--- src/rtl/decade_count_ctrl.sv ---
// Sequencing controller for the 4-bit decade counter datapath: button edge
// detection, START/PAUSE/DONE sequencing and prescaled count-enable generation.
module decade_count_ctrl #(
  parameter int PRESCALE  = 4,
  parameter int MAX_DIGIT = 9
) (
  input  logic       clk,
  input  logic       reset,
  input  logic       btn_start,
  input  logic       btn_stop,
  input  logic       btn_clear,
  input  logic [3:0] target,
  input  logic [3:0] cnt_value,
  output logic       cnt_en,
  output logic       cnt_clr,
  output logic       running,
  output logic       done,
  output logic       wrap_pulse
);

  localparam int              PW         = (PRESCALE > 1) ? $clog2(PRESCALE) : 1;
  localparam logic [PW-1:0]   PRESC_LAST = PW'(PRESCALE - 1);
  localparam logic [3:0]      MAX_VAL    = 4'(MAX_DIGIT);

  typedef enum logic [1:0] {
    IDLE  = 2'd0,
    RUN   = 2'd1,
    PAUSE = 2'd2,
    DONE  = 2'd3
  } state_t;

  state_t        state;
  logic [PW-1:0] presc;

  // Per-button pipeline, bit order {clear, stop, start}: s1/s2 resynchronise the
  // raw level, s3 is the one-cycle delay that turns a rising edge into an event.
  logic [2:0] btn;
  logic [2:0] s1, s2, s3;
  logic [2:0] evt;
  logic       evt_start, evt_stop, evt_clear;

  assign btn = {btn_clear, btn_stop, btn_start};

  // NOTE: all sequential state uses non-blocking assignments so every flop
  // samples the pre-edge value of its neighbours (s1->s2->s3 stays a pipeline).
  always_ff @(posedge clk) begin
    if (reset) begin
      s1 <= '0;
      s2 <= '0;
      s3 <= '0;
    end else begin
      s1 <= btn;
      s2 <= s1;
      s3 <= s2;
    end
  end

  assign evt       = s2 & ~s3;
  assign evt_start = evt[0];
  assign evt_stop  = evt[1];
  assign evt_clear = evt[2];

  logic tick;
  logic hit;

  assign tick       = (state == RUN) && (presc == PRESC_LAST);
  assign hit        = (cnt_value == target);
  assign cnt_en     = tick & ~hit & ~cnt_clr;
  assign wrap_pulse = cnt_en & (cnt_value == MAX_VAL);
  assign running    = (state == RUN);
  assign done       = (state == DONE);

  always_ff @(posedge clk) begin
    if (reset) begin
      state   <= IDLE;
      presc   <= '0;
      cnt_clr <= 1'b0;
    end else begin
      cnt_clr <= 1'b0;
      if (evt_clear) begin
        state   <= IDLE;
        presc   <= '0;
        cnt_clr <= 1'b1;
      end else begin
        unique case (state)
          IDLE: begin
            if (evt_start) begin
              state <= RUN;
              presc <= '0;
            end
          end
          RUN: begin
            if (evt_stop) begin
              state <= PAUSE;
            end else if (tick && hit) begin
              // Halt before the increment so the datapath keeps showing target.
              state <= DONE;
            end else if (presc == PRESC_LAST) begin
              presc <= '0;
            end else begin
              presc <= presc + PW'(1);
            end
          end
          PAUSE: begin
            if (evt_start) state <= RUN;
          end
          DONE: begin
            if (evt_start) begin
              state   <= RUN;
              presc   <= '0;
              cnt_clr <= 1'b1;
            end
          end
          default: state <= IDLE;
        endcase
      end
    end
  end

endmodule

--- config.mk ---
export PLATFORM = sky130hd
export DESIGN_NAME = decade_count_ctrl
export DESIGN_NICKNAME = d
export VERILOG_FILES = /design/src/rtl/decade_count_ctrl.sv
export SDC_FILE = /design/constraint.sdc
export NUM_CORES = 1
export LEC_CHECK = 0
export CORE_UTILIZATION = 39
export CTS_BUF_LIST = sky130_fd_sc_hd__clkbuf_16
export DETAILED_ROUTE_END_ITERATION = 10
export PLACE_DENSITY = 0.8
export SYNTH_ARGS = -nofsm -noshare
export SYNTH_HDL_FRONTEND = slang
export SYNTH_SLANG_ARGS = --single-unit
--- constraint.sdc ---
create_clock -name clk -period 1.6 [get_ports clk]
set_input_delay 0.48 -clock clk [delete_from_list [all_inputs] [get_ports clk]]
set_output_delay 0.48 -clock clk [all_outputs]
set_load 0.02 [all_outputs]
Word level (Yosys, flattened, before mapping):

Cells that the tools add are included.

* register bits after elaboration: 14
* input port bits: 13
* output and inout bits: 5
* word-level logic and storage cells: 46

* add/sub/neg operators: 1
* equal/unequal tests: 11
* multiplexer cells: 12
* bitwise logic cells: 7
* reduce and logical (&&, ||, !) cells: 9

Operators by type and width (number)
* $mux W2: 7
* $pmux W2 S2: 2
* $eq A2 B2 Y1 const B: 3
* $eq A4 B4 Y1: 1
* $eq A4 B4 Y1 const B: 1
* $ne A2 B1 Y1 const B: 2
* $ne A2 B2 Y1 const B: 2
* $reduce_and A4 Y1: 1
* $reduce_or A2 Y1: 2
* $and A1 B1 Y1: 3
* $and A3 B3 Y3: 1
* $mux W1: 3
* $ne A3 B1 Y1 const B: 1
* $not A3 Y3: 1
* $reduce_or A3 Y1: 1
* $add A2 B1 Y2 const B: 1
* $eq A2 B1 Y1 const B: 1
* $logic_and A1 B1 Y1: 2
* $logic_not A2 Y1: 1
* $not A1 Y1: 2
* $reduce_and A2 Y1: 1
* $reduce_bool A2 Y1: 1

Logic depth before layout (Yosys ltp):

Gate-level depths: netlist of run 1.

* depth after elaboration: 6
* depth in mapped cells: 6
* mapped depth without buffers: 6

Least setup slack after synthesis of run 1:

No wires, ideal clock.

* path kind: input -> output
* start point: input target[0]
* end point: output wrap_pulse
* arrival: 1.923 ns
* data required time: 1.120 ns
* path slack: -0.803 ns
* stages: 4
* buffers on the path: 0
* cell sequence: xor2_1 > nor4_4 > nor3_2 > nor4b_1

* word-level cells in the longest chain between the ends: 5

Ends and longest elaborated chain
* from (decl): line 12 `input logic [3:0] target,`
* $eq A4 B4 Y1: line 67 `assign hit = (cnt_value == target);`
* $not A1 Y1: line 68 `assign cnt_en = tick & ~hit & ~cnt_clr;`
* $and A1 B1 Y1 (2 in a row): line 68
* via cnt_en: line 14 `output logic cnt_en,`
* $and A1 B1 Y1: line 69 `assign wrap_pulse = cnt_en & (cnt_value == MAX_VAL);`
* to (decl): line 18 `output logic wrap_pulse`

The timed path passes the listed nets, and every way through them passes these cells.

Worst setup path in the final report of run 1:

* start point: input target[1]
* end point: output wrap_pulse

* word-level cells in the longest chain between the ends: 5

Ends and longest elaborated chain (line)
* $eq A4 B4 Y1: 67
* $not A1 Y1: 68
* $and A1 B1 Y1 (2 in a row): 68
* $and A1 B1 Y1: 69

Every way passes these cells.

==> results of run 1 <==
## state kept, by name (all words and copies together) (netlist names)
| register | cells |
|---|---|
| state | 2 |
| presc | 2 |
| s1 | 3 |
| s3 | 3 |
| s2 | 3 |
| cnt_clr | 1 |
## layer usage
| layer | vias to the layer above | routed length [um] | global-route usage |
|---|---|---|---|
| met1 | 270 | 628 | 0.2304 |
| li1 | 269 | - | - |
| met2 | 16 | 799 | 0.3063 |
| met4 | 0 | 27 | 0.09677 |
| met5 | - | 0 | 0 |
| met3 | 4 | 59 | 0.07826 |
## final cells by class
class	instances	area, um^2	share of cell area
repair buffers	29	259.0	0.2339
clock buffers	3	75.07	0.06780
flip-flops and latches	14	285.3	0.2576
well taps	15	18.77	0.01695
inverters	2	7.507	0.006780
clock inverters	1	3.754	0.003390
multi-input cells	44	457.9	0.4136
## power breakdown
group          internal [mW]  total, mW  switching, mW
combinational         0.0760      0.134         0.0578
sequential             0.362      0.368        0.00612
clock                  0.330      0.474          0.144
total                  0.768      0.976          0.208
## timing repair
action / in CTS / in global routing
gates resized for setup: 57 / 23
pin swaps: 5 / 7
setup buffers: 1 / 2
endpoints found under the setup margin: 9 / 4
## critical path, cell delays in order
cell and delay, ns:
buf_8 0.10, xor2_4 0.17, nor4_4 0.34, nor3_4 0.06, nor4b_4 0.13, buf_4 0.15
## through the flow
step           setup slack, ns  TNS (ns)
5_1_grt                -0.3684   -0.6502
4_1_cts                -0.3592   -0.5956
3_5_place_dp            -1.190    -4.566
6_report               -0.3141   -0.5094
2_1_floorplan          -0.2153   -0.2153
3_3_place_gp            -1.175    -4.409
## cells by family (layout without fill, tap and decap cells)
logic type / count (synthesis) / after routing
AND/OR/NAND/NOR: 28 / 28
flip-flops: 14 / 14
AO/OA/AOI/OAI: 8 / 8
XOR/XNOR: 4 / 4
adder cells (fa/ha/maj): 3 / 3
buffers and inverters: 3 / 35
multiplexers: 1 / 1
## cell usage in the layout (no fill, tap or decap), types with 2 or more instances in the layout
cell             Yosys  final
ha_4                 0      2
buf_4                0     13
o21ai_0              2      2
nor2_1               2      2
nor2b_1             11     11
dfxtp_1             14     10
dfxtp_2              0      4
buf_8                0      2
nand2_1              5      4
clkbuf_16            0      3
buf_2                0      3
buf_6                0      6
clkdlybuf4s50_1      0      4
xor2_4               0      4
## worst paths after layout
kind                                    to       from  cells past startpoint
worst min-delay path                 s2[0]      s1[0]                      1
worst min register to register       s2[0]      s1[0]                      1
worst max register to register    presc[0]   state[1]                      7
worst max-delay path            wrap_pulse  target[1]                      6
==> key figures, run 1 <==
Outcome
  – Outcome: finished with violations
  – Failing checks: setup timing

Route
  – Detailed Route WL: 1516 um
  – Vias per cell: 5.176
  – 1st-iter DRT viols: 14
  – Wire per inst: 14.04 um
  – DRC viols: 0
  – Via count: 559
  – Number of detailed-route iterations in the first pass: 4
  – Antenna-violating nets left: 0

Timing
  – Hold WS: 0.4373 ns
  – Final period utilization: 1.196
  – Setup violators final: 2
  – Worst-Margin Slew: 0.3989 ns
  – Max transition margin: 0.7331
  – Clk_skew: 0.002897 ns
  – Final Hold Fails: 0
  – Final setup margin: -0.3141 ns
  – FMAX: 522.4 MHz
  – Final worst path period need: 1.914 ns
  – RSZ-0062 raised after global routing: yes
  – Slew Viols, Final: 0

Global routing
  – Tot GR Track Use: 0.1957
  – First-pass GRT wire length: 2435 um
  – GR Overflow Total: 0
  – Vias in the first global route: 564
  – Largest net degree at the start of global routing: 11
  – Initial antenna violation count: 0

Synth
  – Simple-gate share of the synthesized area: 0.2977
  – Synth Flop Type: dfxtp_1
  – #FFs+latches synth: 14
  – Number of library cell types mapped by synthesis: 25
  – Post-Synthesis Cells: 61
  – Yosys top cell by area: dfxtp_1
  – Seq/Total Area, Yosys: 0.4600
  – Adder-cell share of the synthesized area: 0.06160
  – Most frequent cell after synthesis: dfxtp_1
  – Synth Warn #: 0
  – List of most frequent post-synthesis cells: dfxtp_1, nor2b_1, nand2_1
  – Post-synth net total: 77
  – Post-synth EDFFs: 0
  – Main combinational cell family by area after synthesis: simple AND/OR/NAND/NOR gates
  – Synthesized area: 609.3 um^2
  – Multiplexer area fraction after synthesis: 0.01643
  – Synth top area cells: dfxtp_1, nor2b_1, ha_1, xor2_1, nor4_4
  – Syn_area_per_cell: 9.989 um^2
  – Compound-cell area share of the yosys netlist: 0.08830
  – Xor and xnor fraction of the mapped netlist area: 0.05749
  – Async set-reset flop share out of synthesis: 0
  – Top cell type's share of synthesized area: 0.4600

Cells and area
  – Final core utilization: 0.8009
  – Area grow syn2layout: 81.72%
  – Share of post-route cells with drive strength above 1: 0.4731
  – Diodes inserted: 0
  – # fillers: 94
  – Post-route insts no fill: 108
  – Nets: 110
  – Design Area, Final: 0.001107 mm^2

Placed design
  – RD Place Congestion: 0.7228
  – Placed Instance Area: 978.4 um^2
  – Port bufs: 17
  – Dpl hpwl: 1052 um
  – Placed cell count: 102

Floorplanning
  – Boundary pin count: 18
  – # rows: 13
  – Vert. Die Dim: 41.53 um
  – Die area: 0.001724 mm^2
  – Die X: 41.53 um
  – Core area: 0.001383 mm^2
  – Starting Density: 0.4407

Setup path
  – Data required, critical path: 1.12 ns
  – Critical path type: input port to output pin
  – Startpoint class of the critical path: input port
  – Crit Path Max Fanout: 2
  – Critical Path End Type: output pin
  – FF-to-FF setup slack: 0.08 ns
  – CP arrival: 1.43 ns

Worst hold path
  – Worst hold path type: register to register

Clocking
  – Clock Latency Late Sink: 0.24 ns
  – Hold bufs inserted after CTS: 0
  – H-tree Lvls: 1
  – Worst-path clk slew: 0.05 ns
  – CTS tree: yes
  – Max Root-Sink Buffers: 2
  – # clock sinks: 14
  – Clock Root Buffer: clkbuf_16
  – Total CTS buffers: 3

Power and ir drop
  – Max IR drop VDD: 0.8624 mV
  – Final Power: 975.5 uW
  – Cell Pwr Density: 881.0 mW/mm^2
  – LEAKAGE: 0.4683 nW

Flow run
  – Max Cap Viol: 0
Power figures use the tool's default switching activity.
==> run 2, diff against run 1 <==
--- a/config.mk
+++ b/config.mk
@@ -5,8 +5,10 @@
 export SDC_FILE = /design/constraint.sdc
 export NUM_CORES = 1
 export LEC_CHECK = 0
+export CORE_MARGIN = 2
 export CORE_UTILIZATION = 39
 export CTS_BUF_LIST = sky130_fd_sc_hd__clkbuf_16
+export CTS_CLUSTER_DIAMETER = 200
 export DETAILED_ROUTE_END_ITERATION = 10
 export PLACE_DENSITY = 0.8
 export SYNTH_ARGS = -nofsm -noshare
==> run 2 against run 1 <==
Against the previous run:
- the run still ends with setup timing left
- global-route usage decreased by 2.2 points
- total power fell by 1.4%
- final cell count increased by 0.93%
- critical path depth unchanged
- worst setup slack lost 0.017 ns
- register-to-register slack gained 0.04 ns
==> key figures, run 2 (same netlist as run 1, synthesis figures left out) <==
Route
  – Detailed Route WL: 1435 um (was 1516 um)
  – 1st-iter DRT viols: 6 (was 14)
  – Via count: 535 (was 559)
  – DRC viols: 0 (unchanged)
  – Number of detailed-route iterations in the first pass: 4 (unchanged)
  – Vias per cell: 4.908 (was 5.176)
  – Antenna-violating nets left: 0 (unchanged)
  – Wire per inst: 13.17 um (was 14.04 um)

Power and ir drop
  – Cell Pwr Density: 897.5 mW/mm^2 (was 881.0 mW/mm^2)
  – LEAKAGE: 0.4484 nW (was 0.4683 nW)
  – Max IR drop VDD: 0.9366 mV (was 0.8624 mV)
  – Sequential cell fraction of total power: 0.382 (was 0.377)
  – Final Power: 962.3 uW (was 975.5 uW)
  – Logic pwr share: 0.129 (was 0.137)
  – Clock share of power: 0.489 (was 0.486)
  – Switching part of the total: 0.2084 (was 0.2128)
  – P_sw: 200.6 uW (was 207.6 uW)
  – P_int: 761.7 uW (was 767.9 uW)

Global routing
  – First-pass GRT wire length: 2346 um (was 2435 um)
  – Largest net degree at the start of global routing: 11 (unchanged)
  – GR Overflow Total: 0 (unchanged)
  – Vias in the first global route: 538 (was 564)
  – Initial antenna violation count: 0 (unchanged)
  – Tot GR Track Use: 0.1739 (was 0.1957)

Timing
  – Worst-Margin Slew: 0.3986 ns (was 0.3989 ns)
  – Final period utilization: 1.207 (was 1.196)
  – Hold WS: 0.4391 ns (was 0.4373 ns)
  – Max transition margin: 0.7333 (was 0.7331)
  – Clk_skew: 0.002194 ns (was 0.002897 ns)
  – RSZ-0062 raised after global routing: yes (unchanged)
  – Final Hold Fails: 0 (unchanged)
  – Final setup margin: -0.3314 ns (was -0.3141 ns)
  – Slew Viols, Final: 0 (unchanged)
  – Final worst path period need: 1.931 ns (was 1.914 ns)
  – FMAX: 517.8 MHz (was 522.4 MHz)
  – Setup violators final: 2 (unchanged)

Cells and area
  – Area grow syn2layout: 75.98% (was 81.72%)
  – Design Area, Final: 0.001072 mm^2 (was 0.001107 mm^2)
  – Top flop regs: s1 x3, s2 x3, s3 x3 (unchanged)
  – Share of post-route cells with drive strength above 1: 0.4516 (was 0.4731)
  – Post-route insts no fill: 109 (was 108)
  – Most frequent cells in the layout: buf_4, dfxtp_1, nor2b_1 (was buf_4, nor2b_1, dfxtp_1, buf_6)
  – Multi-input gate area in the final layout: 441.7 um^2 (was 457.9 um^2)
  – Reg area: 282.8 um^2 (was 285.3 um^2)
  – Most common cell after layout, fill and taps aside: buf_4 (unchanged)
  – Nets: 110 (unchanged)
  – # fillers: 98 (was 94)
  – Diodes inserted: 0 (unchanged)

Flow run
  – Max Cap Viol: 0 (unchanged)

Clocking
  – Worst-path clk slew: 0.05 ns (about the same)
  – Clock Latency Late Sink: 0.24 ns (about the same)
  – Hold bufs inserted after CTS: 0 (unchanged)
  – Clock Root Buffer: clkbuf_16 (unchanged)
  – # clock sinks: 14 (unchanged)
  – Max Root-Sink Buffers: 2 (unchanged)
  – H-tree Lvls: 1 (unchanged)
  – CTS tree: yes (unchanged)
  – Total CTS buffers: 3 (unchanged)

Setup path
  – FF-to-FF setup slack: 0.12 ns (was 0.08 ns)
  – Crit Path Max Fanout: 2 (unchanged)
  – Worst Reg-to-Reg Cells: 7 (unchanged)
  – R2R Path Start: state[1] (unchanged)
  – Worst R2R End: presc[0] (unchanged)
  – Critical Path End Type: output pin (unchanged)
  – Startpoint class of the critical path: input port (unchanged)
  – CP arrival: 1.45 ns (was 1.43 ns)
  – Data required, critical path: 1.12 ns (about the same)
  – Critical path type: input port to output pin (unchanged)

Floorplanning
  – Vert. Die Dim: 43.53 um (was 41.53 um)
  – Boundary pin count: 18 (unchanged)
  – Die area: 0.001894 mm^2 (was 0.001724 mm^2)
  – # rows: 14 (was 13)
  – Die X: 43.53 um (was 41.53 um)
  – Starting Density: 0.4092 (was 0.4407)
  – Core area: 0.001489 mm^2 (was 0.001383 mm^2)

Placed design
  – Dpl hpwl: 1014 um (was 1052 um)
  – Port bufs: 17 (unchanged)
  – Placed Instance Area: 972.2 um^2 (was 978.4 um^2)
  – Placed cell count: 102 (unchanged)
  – RD Place Congestion: 0.7817 (was 0.7228)

Outcome
  – Failing checks: setup timing (unchanged)
  – Outcome: finished with violations (unchanged)

Worst hold path
  – Worst hold path type: register to register (unchanged)
  – Endpoint, Worst Hold: s2[1] (was s2[0])
  – Min-delay src: s1[1] (was s1[0])
  – Hold Path Stages: 1 (unchanged)
[run 2: what timing repair did]
item	CTS	global route
gates resized for setup	57	14
pin swaps	5	3
cloned	0	0
hold endpoints to repair	0	0
setup buffers	1	2
endpoints found under the setup margin	9	7
[run 2: layout make-up]
type	count	share of cell area
Multi-Input combinational cell	44	0.4119
Tap cell	16	0.01867
Timing Repair Buffer	29	0.2252
Inverter	2	0.007001
Clock buffer	3	0.07001
Sequential cell	14	0.2637
Clock inverter	1	0.003501
[run 2: worst max-delay path, stage by stage]
cell and delay, ns:
buf_8 0.10, xor2_4 0.17, nor4_4 0.35, nor3_4 0.06, nor4b_4 0.13, buf_4 0.15
[run 2: worst max path at each step]
stage	to	cells after the start	startpoint	slack, ns
global route	wrap_pulse	5	presc[0]	-0.39
finish	wrap_pulse	6	target[1]	-0.33
global placement	wrap_pulse	6	cnt_value[3]	-1.14
detailed placement	wrap_pulse	6	cnt_value[3]	-1.16
CTS	wrap_pulse	6	cnt_value[2]	-0.36
floorplan	wrap_pulse	4	target[0]	-0.22
[run 2: power groups by stage]
| stage | logic (mW) | clock network (mW) | registers, mW |
|---|---|---|---|
| 2_1_floorplan | 0.0561 | 0 | 0.373 |
| 3_3_place_gp | 0.118 | 0 | 0.373 |
| 3_5_place_dp | 0.121 | 0 | 0.373 |
| 4_1_cts | 0.119 | 0.480 | 0.367 |
| 5_1_grt | 0.133 | 0.496 | 0.368 |
| 6_report | 0.124 | 0.470 | 0.367 |
[run 2: metal layers]
layer / global-route usage / up-vias / wire [um]
li1: - / 273 / -
met3: 0.07917 / 6 / 59
met1: 0.2100 / 244 / 634
met5: 0 / - / 0
met2: 0.2597 / 12 / 695
met4: 0.09091 / 0 / 46
[run 2: through the flow]
stage          setup slack (ns)    util  TNS (ns)
2_1_floorplan           -0.2153       -   -0.2153
3_3_place_gp             -1.137  0.6529    -4.252
3_5_place_dp             -1.160  0.6529    -4.439
4_1_cts                 -0.3646  0.6857   -0.6089
5_1_grt                 -0.3866  0.7202   -0.6453
6_report                -0.3314  0.7202   -0.5430
==> run 3, diff against run 2 <==
--- a/config.mk
+++ b/config.mk
@@ -10,7 +10,7 @@
 export CTS_BUF_LIST = sky130_fd_sc_hd__clkbuf_16
 export CTS_CLUSTER_DIAMETER = 200
 export DETAILED_ROUTE_END_ITERATION = 10
-export PLACE_DENSITY = 0.8
+export PLACE_DENSITY = 0.71
 export SYNTH_ARGS = -nofsm -noshare
 export SYNTH_HDL_FRONTEND = slang
 export SYNTH_SLANG_ARGS = --single-unit
==> run 3 against run 2 <==
Against the previous run:
- the flow still finishes with violations (setup timing)
- first-iteration DRC count increased by 17%
- count of clock-buffer cells in the layout unchanged
- total power decreased by 0.80%
- final area decreased by 3.6%
- wire length decreased by 7.8%
- sequential cell count unchanged
- combinational power decreased by 4%
- worst hold slack got worse by 0.0036 ns
- via count decreased by 3.9%
- largest power group unchanged
==> key figures, run 3 (same netlist as run 1, synthesis figures left out) <==
Outcome
  – Outcome: finished with violations (unchanged)
  – Failing checks: setup timing (unchanged)

Floorplanning
  – Vert. Die Dim: 43.53 um (unchanged)
  – Core area: 0.001489 mm^2 (unchanged)
  – # rows: 14 (unchanged)
  – Starting Density: 0.4092 (unchanged)
  – Die area: 0.001894 mm^2 (unchanged)
  – Boundary pin count: 18 (unchanged)
  – Die X: 43.53 um (unchanged)

Cells and area
  – Design Area, Final: 0.001033 mm^2 (was 0.001072 mm^2)
  – Area grow syn2layout: 69.61% (was 75.98%)
  – Most frequent cells in the layout: dfxtp_1, buf_4, nor2b_1, buf_2 (was buf_4, dfxtp_1, nor2b_1)
  – Nets: 107 (was 110)
  – Share of post-route cells with drive strength above 1: 0.3889 (was 0.4516)
  – Most common cell after layout, fill and taps aside: dfxtp_1 (was buf_4)
  – # fillers: 116 (was 98)
  – Top flop regs: s1 x3, s2 x3, s3 x3 (unchanged)
  – Final core utilization: 0.6941 (was 0.7202)
  – Diodes inserted: 0 (unchanged)

Timing
  – Final Hold Fails: 0 (unchanged)
  – RSZ-0062 raised after global routing: yes (unchanged)
  – Final period utilization: 1.212 (was 1.207)
  – Setup TNS: -0.5570 ns (was -0.5430 ns)
  – Final worst path period need: 1.940 ns (was 1.931 ns)
  – Max transition margin: 0.7330 (was 0.7333)
  – Slew Viols, Final: 0 (unchanged)
  – Setup violators final: 2 (unchanged)
  – Final setup margin: -0.3395 ns (was -0.3314 ns)
  – FMAX: 515.6 MHz (was 517.8 MHz)
  – Clk_skew: 0.002907 ns (was 0.002194 ns)
  – Worst-Margin Slew: 0.3991 ns (was 0.3986 ns)

Power and ir drop
  – Cell Pwr Density: 923.7 mW/mm^2 (was 897.5 mW/mm^2)
  – Max IR drop VDD: 0.6676 mV (was 0.9366 mV)
  – P_sw: 196.0 uW (was 200.6 uW)
  – Clock share of power: 0.491 (was 0.489)
  – LEAKAGE: 0.4363 nW (was 0.4484 nW)
  – Final Power: 954.6 uW (was 962.3 uW)
  – Sequential cell fraction of total power: 0.385 (was 0.382)
  – P_int: 758.6 uW (was 761.7 uW)
  – Logic pwr share: 0.125 (was 0.129)
  – Switching part of the total: 0.2053 (was 0.2084)

Setup path
  – Crit Path Max Fanout: 2 (unchanged)
  – FF-to-FF setup slack: 0.16 ns (was 0.12 ns)
  – R2R Path Start: state[1] (unchanged)
  – Data required, critical path: 1.12 ns (about the same)
  – Critical Path End Type: output pin (unchanged)
  – Startpoint class of the critical path: input port (unchanged)
  – Worst R2R End: presc[0] (unchanged)
  – CP arrival: 1.46 ns (was 1.45 ns)
  – Worst Reg-to-Reg Cells: 7 (unchanged)
  – Critical path type: input port to output pin (unchanged)

Clocking
  – Total CTS buffers: 3 (unchanged)
  – H-tree Lvls: 1 (unchanged)
  – # clock sinks: 14 (unchanged)
  – Clock Root Buffer: clkbuf_16 (unchanged)
  – CTS tree: yes (unchanged)
  – Worst-path clk slew: 0.04 ns (was 0.05 ns)
  – Max Root-Sink Buffers: 2 (unchanged)
  – Clock Latency Late Sink: 0.24 ns (about the same)
  – Hold bufs inserted after CTS: 0 (unchanged)

Worst hold path
  – Min-delay src: s1[0] (was s1[1])
  – Hold Path Stages: 1 (unchanged)
  – Worst hold path type: register to register (unchanged)
  – Endpoint, Worst Hold: s2[0] (was s2[1])

Placed design
  – Dpl hpwl: 954.4 um (was 1014 um)
  – DP Worst Slack: -1.230 ns (was -1.160 ns)
  – Placed Instance Area: 964.7 um^2 (was 972.2 um^2)
  – Port bufs: 17 (unchanged)
  – RD Place Congestion: 0.8616 (was 0.7817)

Global routing
  – Initial antenna violation count: 0 (unchanged)
  – Largest net degree at the start of global routing: 11 (unchanged)
  – Vias in the first global route: 523 (was 538)
  – Tot GR Track Use: 0.1619 (was 0.1739)
  – First-pass GRT wire length: 2228 um (was 2346 um)
  – GR Overflow Total: 0 (unchanged)

Route
  – Number of detailed-route iterations in the first pass: 4 (unchanged)
  – Vias per cell: 4.849 (was 4.908)
  – 1st-iter DRT viols: 7 (was 6)
  – Antenna-violating nets left: 0 (unchanged)
  – Wire per inst: 12.48 um (was 13.17 um)
  – Via count: 514 (was 535)
  – Detailed Route WL: 1323 um (was 1435 um)
  – DRC viols: 0 (unchanged)

Flow run
  – Max Cap Viol: 0 (unchanged)
[run 3: timing repair]
item / 4_1_cts / 5_1_grt
setup buffers: 1 / 0
pin swaps: 5 / 3
cloned: 0 / 0
gates resized for setup: 58 / 8
setup endpoints to repair: 9 / 5
[run 3: metal layers]
metal,up-vias,track usage,share of wire,routed length (um)
met5,-,0,0,0
met4,0,0.06667,0,0
met3,0,0.05417,0.041,54
met2,8,0.2597,0.54,709
met1,243,0.1995,0.42,559
li1,263,-,-,-
[run 3: critical path, cell delays in order]
cell and delay (ns):
buf_8 0.10, xor2_4 0.17, nor4_4 0.35, nor3_4 0.06, nor4b_4 0.13, buf_4 0.15
[run 3: power by group through the flow]
stage               Clock, mW  Sequential (mW)  Combinational (mW)
global route            0.494            0.369               0.129
floorplan                   0            0.373              0.0561
global placement            0            0.373               0.117
detailed placement          0            0.373               0.118
finish                  0.468            0.367               0.119
CTS                     0.484            0.367               0.116
[run 3: layout make-up]
cell class                      count  area (um^2)  area share
Multi-Input combinational cell     44        429.2      0.4153
Sequential cell                    14        281.5      0.2724
Timing Repair Buffer               26        216.5      0.2094
Clock buffer                        3        75.07     0.07264
Tap cell                           16        20.02     0.01937
Inverter                            2        7.507    0.007264
Clock inverter                      1        3.754    0.003632
[run 3: through the flow]
stage / cells / hold slack, ns
2_1_floorplan: 61 / 0.4138
5_1_grt: 106 / 0.4626
3_3_place_gp: 101 / 0.4171
3_5_place_dp: 101 / 0.4291
4_1_cts: 106 / 0.4408
6_report: 106 / 0.4355
[run 3: worst max-delay path by stage]
stage,to,cells after the start,from
5_1_grt,wrap_pulse,5,presc[1]
3_3_place_gp,wrap_pulse,6,cnt_value[1]
4_1_cts,wrap_pulse,6,cnt_value[2]
2_1_floorplan,wrap_pulse,4,target[0]
6_report,wrap_pulse,6,target[1]
3_5_place_dp,wrap_pulse,6,cnt_value[1]
==> RTL change 1: new RTL, config.mk and constraints of run 3 <==
Re-encode `state_t` (4 states) as one-hot, 4 bits wide.
--- a/src/rtl/decade_count_ctrl.sv
+++ b/src/rtl/decade_count_ctrl.sv
@@ -22,11 +22,11 @@
   localparam logic [PW-1:0]   PRESC_LAST = PW'(PRESCALE - 1);
   localparam logic [3:0]      MAX_VAL    = 4'(MAX_DIGIT);
 
-  typedef enum logic [1:0] {
-    IDLE  = 2'd0,
-    RUN   = 2'd1,
-    PAUSE = 2'd2,
-    DONE  = 2'd3
+  typedef enum logic [3:0] {
+    IDLE  = 4'b0001,
+    RUN   = 4'b0010,
+    PAUSE = 4'b0100,
+    DONE  = 4'b1000
   } state_t;
 
   state_t        state;
Behaviour: no difference found for any inputs over 10 cycles, from zero or initial values and one cycle with reset high; not proved beyond that.
==> RTL change 1 against run 3 <==
The run still ends with setup timing left. Setup slack worse by 270 ps. Sequential cell count is 2 higher. Synthesized cell count is 34% higher. Combinational power is 6% lower. Cell area is 27% higher. Synthesized area is 32% higher. Routed wire length is 38% higher. Power is 6.1% higher. Non-clock buffer count is 11 higher. Fmax is 12% lower. Clock power is 4% higher. Die area is 29% higher. Largest cell class unchanged.
==> RTL change 1: results (changes against run 3) <==
| Metric | Value |
|---|---|
| Largest net degree at the start of global routing | `12 (+1)` |
| Slowest cell on the critical path | `or4b_4` |
| Initial DRC count | `9 (+2)` |
| Crit path largest cell delay | `560 ps (+210 ps)` |
| Setup-failing EPs final | `9 (+7)` |
| WL per Instance | `12.5 um (+0.26%)` |
| Layout cells sized above 1 | `0.437 (+0.0481)` |
| Core Area | `0.00196 mm^2 (+32%)` |
| Placed insts | `138 (+37%)` |
| Sequential area share after synthesis | `0.399 (-0.0612)` |
| Area after DPL | `0.00113 mm^2 (+17%)` |
| # nets final | `134 (+25%)` |
| Status | `complete, but fails checks` |
| Worst-Margin Slew | `551 ps (+152 ps)` |
| Net count of the mapped netlist | `96 (+25%)` |
| Overall Global Routing Usage | `0.164 (+0.00206)` |
| # fillers | `165 (+42%)` |
| Worst Skew | `5.90 ps (+3.00 ps)` |
| DR vias | `722 (+40%)` |
| Peak supply drop | `0.574 mV (-14%)` |
| Synth top area cells | `dfxtp_1 (40%), nor2b_1 (9.3%), xor2_1 (4.4%)` |
| WL final | `1830 um (+38%)` |
| Failing checks | `setup timing` |
| Post-synth top cells | `dfxtp_1 (16), nor2b_1 (12), nand2_1 (5)` |
| Post-layout util | `0.671 (-0.0232)` |
| Setup TNS | `-2050 ps (-1500 ps)` |
| First-pass GRT wire length | `3110 um (+40%)` |
| GPL Wtd Cong | `0.883 (+2.5%)` |
| Crit path setup slack, layout | `-609 ps (-269 ps)` |
-- RTL change 1: changes by cell type after synthesis, moves of 2 or more --
cell / change
o21ai_0: -2
buf_2: +2
xnor2_1: +2
a21oi_1: +3
dfxtp_1: +2
ha_1: -2
nor2_1: +2
a31oi_1: -2
-- RTL change 1: area by class of cell --
cell class                 instances  area share
clock buffer                       3      0.0570
clock inverter                     1     0.00285
inverter                           4      0.0152
multi-input combinational         58       0.406
sequential                        16       0.245
tap                               27      0.0257
timing repair buffer              37       0.248
-- RTL change 1: repair_timing --
item	in CTS	in global routing
setup buffers	3	2
gates resized for setup	50	8
endpoints found under the setup margin	9	9
cloned	0	0
pin swaps	9	5
endpoints found under the hold margin	0	0
-- RTL change 1: kinds of logic (layout without fill, tap and decap cells) --
kind of cell               after synthesis  in the layout  synth area share
buffers and inverters                    8             45            0.0498
and+or+nand+nor                         36             36             0.321
DFF                                     16             16             0.399
xor gates and xnor gates                 6              6            0.0654
AOI/OAI and AO/OA                       15             15             0.150
adders and majority gates                1              1            0.0156
-- RTL change 1: through the flow --
stage	hold WS, ps	setup slack [ps]
finish	440	-609
global route	459	-670
CTS	443	-632
detailed placement	430	-1230
global placement	420	-1220
floorplan	414	-692
-- RTL change 1: worst paths after layout --
| check | from | end | slack, ps | depth (start not counted) |
|---|---|---|---|---|
| min reg2reg | s1[0] | s2[0] | 440 | 1 |
| max reg2reg | state[3] | presc[1] | -240 | 7 |
| min | s1[0] | s2[0] | 440 | 1 |
| max | state[3] | wrap_pulse | -610 | 6 |
-- RTL change 1: where the power goes --
group / internal [uW] / leakage [uW] / switching [uW]
clock: 331 / 0.0000385 / 154
combinational: 60.1 / 0.000362 / 51.9
sequential: 411 / 0.000131 / 4.70
-- RTL change 1: layer usage --
metal	share of wire	up-vias	global-route usage
met5	0	-	0
met4	0.018	0	0.0694
met3	0.022	5	0.0276
met2	0.52	11	0.264
met1	0.44	352	0.216
li1	-	354	-
==> RTL change 2: new RTL, flow settings as in run 3 <==
Without the edit above. Change the parameter `PRESCALE` from 4 to 8.
--- a/src/rtl/decade_count_ctrl.sv
+++ b/src/rtl/decade_count_ctrl.sv
@@ -1,7 +1,7 @@
 // Sequencing controller for the 4-bit decade counter datapath: button edge
 // detection, START/PAUSE/DONE sequencing and prescaled count-enable generation.
 module decade_count_ctrl #(
-  parameter int PRESCALE  = 4,
+  parameter int PRESCALE  = 8,
   parameter int MAX_DIGIT = 9
 ) (
   input  logic       clk,
Check against the original RTL: not equivalent (a bounded check fails within 10 cycles, from zero or initial values and one cycle with reset high).
==> RTL change 2 against run 3 <==
The flow still finishes with violations (setup timing). Cell area increased by 12%. Non-clock buffer count rose by 5. Synthesized area increased by 8.0%. Sequential cell count up 1. Clock power rose by 4.3%. Fmax is essentially flat. Sequential share of layout area decreased by 0.78 points. Routed wire length is 15% higher. Critical path depth unchanged. Setup slack got worse by 0.76 ps. Power is 5.9% higher. Sequential power grew 6.5%. Cell count is 10% higher. Highest routed layer is now met4.
==> RTL change 2: results (changes against run 3) <==
| Metric | Value |
|---|---|
| Status | `complete, but fails checks` |
| Failing checks | `setup timing` |
| Largest net degree at the start of global routing | `13 (+2)` |
| Area after DPL | `0.00107 mm^2 (+11%)` |
| Placement Setup Slack | `-1190 ps (+35.9 ps)` |
| XOR/XNOR Fraction of Synth Area | `0.0532 (-0.00426)` |
| Non-Filler Instances | `117 (+10%)` |
| Post-synth top cells | `dfxtp_1 (15), nor2b_1 (11), nand2_1 (5)` |
| Reg2reg end | `presc[2]` |
| Post-synthesis adder-cell area fraction | `0.0760 (+0.0144)` |
| Overall Global Routing Usage | `0.181 (+0.0193)` |
| Layout cells sized above 1 | `0.455 (+0.0666)` |
| Vias in the first global route | `597 (+14%)` |
| Worst Skew | `3.62 ps (+0.714 ps)` |
| Setup TNS | `-652 ps (-95.2 ps)` |
| Met2 Usage GRT | `0.297 (+0.0374)` |
| Leak | `0.000508 uW (+17%)` |
| Yosys warns | `0 (unchanged)` |
| Synth Area in Compound Gates | `0.0856 (-0.00274)` |
| WL final | `1520 um (+15%)` |
| First-pass GRT wire length | `2610 um (+17%)` |
| Crit path setup slack, layout | `-340 ps (-0.758 ps)` |
| Rel. slew slack | `0.784 (+0.0507)` |
| Post-cts sizing count | `47 (-19%)` |
| Sequential area share after synthesis | `0.456 (-0.00369)` |
| # fillers | `112 (-3.4%)` |
| Synth top area cells | `dfxtp_1 (46%), nor2b_1 (10%), ha_1 (7.6%)` |
| Hpwl dp | `1170 um (+23%)` |
| Final hold slack | `439 ps (+3.88 ps)` |
| Setup-failing EPs final | `2 (unchanged)` |
| Post-layout util | `0.748 (+0.0543)` |
| Net count of the mapped netlist | `84 (+9.1%)` |
| Peak supply drop | `0.708 mV (+6.1%)` |
| Mapped Cells | `67 (+9.8%)` |
| CP Capture Point | `wrap_pulse` |
| Initial DRC count | `9 (+2)` |
| WHS Endpoint | `s2[1]` |
| Critical path arrival | `1460 ps (about the same)` |
| Vias/cell | `4.95 (+2.1%)` |
| Multiplexer area fraction after synthesis | `0.0152 (-0.00122)` |
| Worst r2r path cells | `7 (unchanged)` |
| Port-buffer cells | `17 (unchanged)` |
| Placed insts | `110 (+8.9%)` |
| Met3 Track Usage GR | `0.0480 (-0.00617)` |
| Met1 usage | `0.234 (+0.0342)` |
RTL change 2: power breakdown:
part / switching [uW] / total (uW) / internal (uW)
logic: 60.0 / 131 / 71.2
clock network: 154 / 488 / 334
registers: 5.31 / 391 / 386
total: 220 / 1010 / 791
RTL change 2: critical path: stages:
cell     delay, ps
buf_8          100
xor2_4         170
nor4_4         340
nor3_4          70
nor4b_4        130
buf_4          150
RTL change 2: metal layers:
layer	vias up	routed length (um)	share of wire
li1	297	-	-
met1	268	660	0.44
met2	11	768	0.51
met3	3	68	0.045
met4	0	19	0.013
met5	-	0	0
RTL change 2: layout make-up:
class	count	share of cell area
flip-flops and latches	15	0.265
repair buffers	31	0.219
multi-input cells	47	0.416
well taps	16	0.0174
clock buffers	3	0.0651
inverters	4	0.0130
clock inverters	1	0.00434
RTL change 2: kinds of logic after synthesis:
logic type,after synthesis
and+or+nand+nor,30
DFF,15
AOI/OAI and AO/OA,8
buffers and inverters,5
xor gates and xnor gates,4
adders and majority gates,4
muxes,1
